**src/rtl/proc_seq_ctrl.sv**
```systemverilog
// Instruction sequencer: fetches words over a req/ack handshake, loads the IR and
// walks each instruction through DECODE/EXEC/WB, holding mul in EXEC for MUL_LAT cycles.
module proc_seq_ctrl #(
    parameter int         ADDR_W  = 8,
    parameter int         MUL_LAT = 3,
    parameter logic [4:0] HALT_OP = 5'b11111
) (
    input  logic              clk,
    input  logic              sys_rst,
    input  logic              start,
    input  logic              stop,
    output logic              imem_req,
    output logic [ADDR_W-1:0] imem_addr,
    input  logic              imem_ack,
    input  logic [31:0]       imem_rdata,
    output logic [31:0]       ir,
    output logic [ADDR_W-1:0] pc,
    output logic              exec_en,
    output logic              gpr_we,
    output logic              busy,
    output logic              halted,
    output logic              err,
    output logic [15:0]       retired
);

    typedef enum logic [2:0] {
        S_IDLE,
        S_FETCH,
        S_DECODE,
        S_EXEC,
        S_WB,
        S_HALT
    } state_e;

    localparam logic [4:0] OP_MUL  = 5'd4;
    localparam logic [3:0] MUL_CNT = 4'(MUL_LAT - 1);

    state_e            state_q, state_d;
    logic [ADDR_W-1:0] pc_q, pc_d;
    logic [31:0]       ir_q, ir_d;
    logic [3:0]        cnt_q, cnt_d;
    logic              stop_q, stop_d;
    logic              err_q, err_d;
    logic [15:0]       retired_q, retired_d;
    logic              imem_req_q, exec_en_q, gpr_we_q, busy_q, halted_q;

    logic [4:0] oper_type;
    logic       stop_go;

    assign oper_type = ir_q[31:27];
    // A stop seen in the same cycle as the exit decision counts as latched.
    assign stop_go   = stop_q | stop;

    always_comb begin
        state_d   = state_q;
        pc_d      = pc_q;
        ir_d      = ir_q;
        cnt_d     = cnt_q;
        stop_d    = stop_q;
        err_d     = err_q;
        retired_d = retired_q;
        case (state_q)
            S_IDLE: begin
                if (start) begin
                    pc_d    = '0;
                    stop_d  = 1'b0;
                    state_d = S_FETCH;
                end
            end
            S_FETCH: begin
                stop_d = stop_go;
                if (imem_ack) begin
                    ir_d    = imem_rdata;
                    pc_d    = pc_q + ADDR_W'(1);
                    state_d = S_DECODE;
                end
            end
            S_DECODE: begin
                stop_d = stop_go;
                if (oper_type == HALT_OP) begin
                    state_d = S_HALT;
                end else if (oper_type > OP_MUL) begin
                    err_d   = 1'b1;
                    state_d = stop_go ? S_IDLE : S_FETCH;
                end else begin
                    cnt_d   = (oper_type == OP_MUL) ? MUL_CNT : 4'd0;
                    state_d = S_EXEC;
                end
            end
            S_EXEC: begin
                stop_d = stop_go;
                if (cnt_q == 4'd0) state_d = S_WB;
                else               cnt_d   = cnt_q - 4'd1;
            end
            S_WB: begin
                stop_d    = stop_go;
                retired_d = retired_q + 16'd1;
                state_d   = stop_go ? S_IDLE : S_FETCH;
            end
            S_HALT: begin
                if (start) begin
                    pc_d      = '0;
                    err_d     = 1'b0;
                    retired_d = '0;
                    stop_d    = 1'b0;
                    state_d   = S_FETCH;
                end
            end
            default: state_d = S_IDLE;
        endcase
    end

    // Strobes are registered from the next state so they line up with it.
    always_ff @(posedge clk or negedge sys_rst) begin
        if (!sys_rst) begin
            state_q    <= S_IDLE;
            pc_q       <= '0;
            ir_q       <= '0;
            cnt_q      <= '0;
            stop_q     <= 1'b0;
            err_q      <= 1'b0;
            retired_q  <= '0;
            imem_req_q <= 1'b0;
            exec_en_q  <= 1'b0;
            gpr_we_q   <= 1'b0;
            busy_q     <= 1'b0;
            halted_q   <= 1'b0;
        end else begin
            state_q    <= state_d;
            pc_q       <= pc_d;
            ir_q       <= ir_d;
            cnt_q      <= cnt_d;
            stop_q     <= stop_d;
            err_q      <= err_d;
            retired_q  <= retired_d;
            imem_req_q <= (state_d == S_FETCH);
            exec_en_q  <= (state_d == S_EXEC);
            gpr_we_q   <= (state_d == S_WB);
            busy_q     <= (state_d != S_IDLE) && (state_d != S_HALT);
            halted_q   <= (state_d == S_HALT);
        end
    end

    assign imem_req  = imem_req_q;
    assign imem_addr = pc_q;
    assign ir        = ir_q;
    assign pc        = pc_q;
    assign exec_en   = exec_en_q;
    assign gpr_we    = gpr_we_q;
    assign busy      = busy_q;
    assign halted    = halted_q;
    assign err       = err_q;
    assign retired   = retired_q;

endmodule
```
**config.mk**
```make
export PLATFORM = sky130hd
export DESIGN_NAME = proc_seq_ctrl
export DESIGN_NICKNAME = d
export VERILOG_FILES = /design/src/rtl/proc_seq_ctrl.sv
export SDC_FILE = /design/constraint.sdc
export NUM_CORES = 1
export LEC_CHECK = 0
export ABC_AREA = 0
export CORE_ASPECT_RATIO = 0.6
export CORE_MARGIN = 4
export CORE_UTILIZATION = 46
export DETAILED_ROUTE_END_ITERATION = 8
export PLACE_DENSITY_LB_ADDON = 0.12
export SLEW_MARGIN = 15
export SYNTH_ARGS = -nofsm -noshare
export SYNTH_HDL_FRONTEND = slang
export SYNTH_SLANG_ARGS = --single-unit
```
**constraint.sdc**
```tcl
create_clock -name clk -period 2.6 [get_ports clk]
set_clock_uncertainty 0.15 [all_clocks]
set_input_delay 0.39 -clock clk [delete_from_list [all_inputs] [get_ports clk]]
set_output_delay 0.39 -clock clk [all_outputs]
set_load 0.01 [all_outputs]
```
After elaboration in Yosys (flattened, before gate mapping)
Index checks and enable logic that the tools add are counted.
- reductions and logical operators: 17
- order comparisons: 1
- add/sub/neg operators: 3
- bitwise logic cells: 1
- muxes and demuxes: 22
- eq/ne operators: 19
- operator list (kind ; count):
    $pmux 16 s2 ; 1
    $add 16x1->16 const B ; 1
    $mux 16 ; 1
    $mux 8 ; 2
    $pmux 8 s2 ; 1
    $pmux 3 s5 ; 1
    $eq 3x3->1 const B ; 4
    $mux 3 ; 4
    $mux 4 ; 3
    $ne 2x2->1 const B ; 6
    $reduce_bool 2->1 ; 5
    $eq 3x2->1 const B ; 3
    $add 8x1->8 const B ; 1
    $pmux 4 s2 ; 1
    $reduce_and 4->1 ; 2
    $eq 3x1->1 const B ; 2
    $reduce_and 2->1 ; 3
    $eq 5x3->1 const B ; 1
    $eq 5x5->1 const B ; 1
    $gt 5x3->1 const B ; 1
    $logic_not 4->1 ; 1
    $mux 1 ; 4
    $mux 2 ; 2
    $pmux 1 s2 ; 2
    10 further kinds ; 10
- bits in registers: 70
- word-level logic and storage cells: 75
- output and inout bits: 70
- bits of input ports: 37

Depth between registers and ports, before layout
- depth in word-level cells: 7
- gate-level depth with buffers: 7

Worst setup path before layout
Ideal clock, no wire load.
- path type: register -> register
- start point: register cnt_q[0]
- end point: register busy_q, in the netlist busy
- period minus slack after synthesis: 1861 ps
- stages on the path, launching flop included: 8
- path buffers: 1
- arrival: 1575 ps
- slack: 739 ps
- library setup time: 136 ps
- data required time: 2314 ps
- cells stage by stage: dfrtp_1 inv_1 ha_1 or3b_1 clkbuf_1 a221oi_2 o211a_1 a21oi_1
- longest elaborated chain between the ends: 5
- elaborated cells between the ends (all ways): 6
- RTL lines (what ; line ; source):
    from (decl) ; 41 ; logic [3:0] cnt_q, cnt_d;
    from (signal assigned) ; 132 ; cnt_q <= cnt_d;
    $logic_not 4->1 * ; 92 ; if (cnt_q == 4'd0) state_d = S_WB;
    $mux 3 * ; 92 ;
    $pmux 3 s5 * ; 62 ; case (state_q)
    $ne 3x3->1 or $reduce_bool 3->1 (tied branches) ; 139 ; busy_q <= (state_d != S_IDLE) && (state_d != S_HALT);
    $logic_and 1x1->1 * ; 139 ;
    to (signal assigned) ; 139 ;
    to (decl) ; 45 ; logic imem_req_q, exec_en_q, gpr_we_q, busy_q, halted_q;
Every way passes the cells marked *; elsewhere a longest branch is shown, timed or not.
A chain may end at the register's enable or synchronous reset.

Final worst setup path
- start point: register state_q[2]
- end point: register retired_q[15], in the netlist retired[15]
- longest elaborated chain between the ends: 3
- elaborated cells between the ends (all ways): 6
- RTL lines (what ; line ; source):
    from (decl) ; 38 ; state_e state_q, state_d;
    from (signal assigned) ; 129 ; state_q <= state_d;
    $eq 3x3->1 ; 62 ;
    $ne 2x2->1 (no source line) or $reduce_bool 2->1 (tied branches) ; - ;
    $reduce_and 2->1 (no source line) ; - ;
    to (signal assigned) ; 135 ; retired_q <= retired_d;
    to (decl) ; 44 ; logic [15:0] retired_q, retired_d;
Several ways; a longest one is shown, not always the timed one.

==> results.py <==
metrics = {
    "power": {
        "peakVddDrop_v": 0.000610,
        "power.leakage_nw": 1.95,
        "p_total_mw": 5.12,
        "powerDensity_nw_per_um2": 1090,
    },
    "worst_setup_path": {
        "path_cells": "and2b_1, nand4_1, or4_1, a21oi_1",
        "path_delay_family": "simple AND/OR/NAND/NOR gates",
        "setup.worst_path.start": "state_q[2]",
        "required_ns": 2.70,
        "regToRegStartpoint": "state_q[2]",
        "slowest_stage": "dfrtp_1",
        "r2r-end": "retired[15]",
        "path_class": "flip-flop to flip-flop",
        "endpoint": "retired[15]",
        "worst-path-buf-inv": 0,
        "critPathMaxFanout": 14,
        "critPathMaxStageDelay_ns": 0.66,
        "worst_setup_path_end_kind": "flip-flop",
        "rrSetupSlack_ns": 0.45,
        "arrival_ns": 2.25,
        "cp-start-kind": "flip-flop",
        "reg2regPathDepth": 4,
        "crit_cells": 4,
    },
    "floorplan": {
        "die_w_um": 117,
        "rows": 23,
        "die_height_um": 73.1,
        "start_util_pct": 48.1,
        "core_area_um2": 6760,
        "die_area_um2": 8520,
        "boundaryPins": 107,
    },
    "layout": {
        "diodes": 0,
        "post-route-cell-area_um2": 4690,
        "drive_above_1_share_pct": 14.9,
        "final_common_cell": "clkdlybuf4s50_1",
        "final_nets": 423,
        "area_growth_pct": 44.2,
        "fillCellCount": 531,
        "final_cell_mix": "clkdlybuf4s50_1 (105), dfrtp_1 (70), mux2_2 (29)",
    },
    "logic_synthesis": {
        "synth-seq-cells": 70,
        "synth_fp_nets": 322,
        "synth_ff_type": "dfrtp_1",
        "synth-edff-count": 0,
        "syn_avg_cell_area_um2": 11.5,
        "yosys.area.top_type": "dfrtp_1",
        "seq_area_frac_synth_pct": 53.9,
        "netlist_area_um2": 3250,
        "synth.area.top_cells": "dfrtp_1 (54%), mux2_2 (10%), buf_4 (2.8%)",
        "synth_cell_types": 53,
        "ys.warnings.count": 0,
        "syn-instance-count": 282,
        "async_flop_share_pct": 100,
        "yosysTopAreaCellShare_pct": 53.9,
    },
    "global_route": {
        "grt_pass1_vias": 2654,
        "grt_pass1_wl_mm": 13.0,
        "gr-total-overflow": 0,
        "antenna_found_initial": 0,
        "grt_usage_pct": 19.8,
        "grt_max_degree": 71,
    },
    "detailed_routing": {
        "wirelength_mm": 8.01,
        "viasPerCell": 5.40,
        "vias": 2564,
        "drt-pass1-iter-count": 4,
        "avgRoutedWirePerCell_um": 16.9,
        "drt_iter0_drc": 148,
        "drcViolationCount": 0,
        "postRouteAntennaNets": 0,
    },
    "placement": {
        "dpl.hpwl_mm": 5.61,
        "globalplace.congestion": 0.823,
        "postPlaceCellArea_um2": 4360,
        "portBuffers": 106,
    },
    "clock_network": {
        "clock_latency_ns": 0.33,
        "htree_levels": 3,
        "cts.reportedPaths.clkPinSlew_ns": 0.06,
        "clock_path_buffers": 2,
        "clkSinkCount": 70,
        "root_buffer": "clkbuf_16",
        "ctsResizeCount": 0,
        "cts_made_buffers": 9,
        "tritoncts": "done",
    },
    "timing": {
        "hold_slack_ns": 0.352,
        "hold_viol": 0,
        "rsz0062_at_grt": "false",
        "post-route-min-period_ns": 2.15,
        "clock.fmax_mhz": 465,
        "finalSetupViolations": 0,
        "post-route-period-util_pct": 82.8,
        "setup_tns_ns": 0,
        "worst_pin_slew_ns": 0.607,
        "slew_headroom_pct": 59.5,
        "drv_slew": 0,
    },
    "status": {
        "status": "finished, final reports clean",
    },
    "job": {
        "drv_cap": 0,
    },
    "min_path": {
        "hold_class": "flip-flop to flip-flop",
    },
}
where the power goes:
part / internal, mW / switching [mW] / total [mW] / leakage (nW)
clock: 0.867 / 0.453 / 1.32 / 0.160
sequential: 1.48 / 0.343 / 1.83 / 0.880
combinational: 1.15 / 0.827 / 1.98 / 0.911
total: 3.50 / 1.62 / 5.12 / 1.95
area by class of cell:
| type | instances | area [µm²] | share of cell area (%) |
|---|---|---|---|
| sequential | 70 | 1750 | 37.3 |
| clock buffer | 11 | 243 | 5.17 |
| timing repair buffer | 111 | 1120 | 23.9 |
| tap | 87 | 109 | 2.32 |
| inverter | 9 | 33.8 | 0.720 |
| clock inverter | 5 | 82.6 | 1.76 |
| multi-input combinational | 182 | 1350 | 28.8 |
through the flow:
step	std cells	util, %	setup WS (ns)
finish	475	69.4	0.448
global route	475	69.4	0.273
CTS	475	69.4	0.455
detailed placement	458	64.4	0.272
global placement	458	64.4	0.311
floorplan	282	-	0.739
cells by family after synthesis:
logic type      Yosys count  synth area share [%]
buf+inv                  30                  5.08
flops                    70                  53.9
xor+xnor                  8                  2.15
simple gates             87                  16.0
mux                      37                  12.7
fa+ha+maj                 3                  1.15
compound gates           47                  9.04
cell usage after synthesis (3+ instances only):
master / number
mux2_2: 29
nand3_1: 9
buf_2: 6
o31ai_1: 3
nand4_1: 7
xor2_1: 7
mux2_1: 6
nand2b_1: 6
ha_1: 3
buf_4: 12
inv_1: 9
nor2_1: 11
dfrtp_1: 70
o21ai_0: 15
and3_1: 4
nand2_1: 14
or3_1: 8
a21oi_1: 16
or4_1: 3
what timing repair did:
item / 4_1_cts / 5_1_grt
buffers inserted: 0 / 0
setup endpoints to repair: 0 / 0
hold endpoints to repair: 70 / 0
hold buffers: 1 / 0
worst min path at each step:
stage | endpoint | slack, ns | cells after the start | startpoint
5_1_grt | ir[26] | 0.37 | 1 | ir[26]
2_1_floorplan | busy | -0.06 | 0 | sys_rst
4_1_cts | ir[26] | 0.35 | 1 | ir[26]
6_report | ir[26] | 0.35 | 1 | ir[26]
3_5_place_dp | ir[26] | 0.30 | 2 | sys_rst
3_3_place_gp | ir[26] | 0.29 | 2 | sys_rst
flip-flops by register name, summed over array words and instances, names as in the netlist:
name / count
busy: 1
cnt_q: 4
err: 1
exec_en: 1
gpr_we: 1
halted: 1
imem_addr: 8
imem_req: 1
ir: 32
retired: 16
state_q: 3
stop_q: 1
metal layers:
layer	wire [µm]	global-route usage, %
met3	771	8.70
met1	3530	25.7
met4	76	6.74
met2	3630	29.7
met5	0	0
No activity file was read; power rests on OpenSTA's default activity.
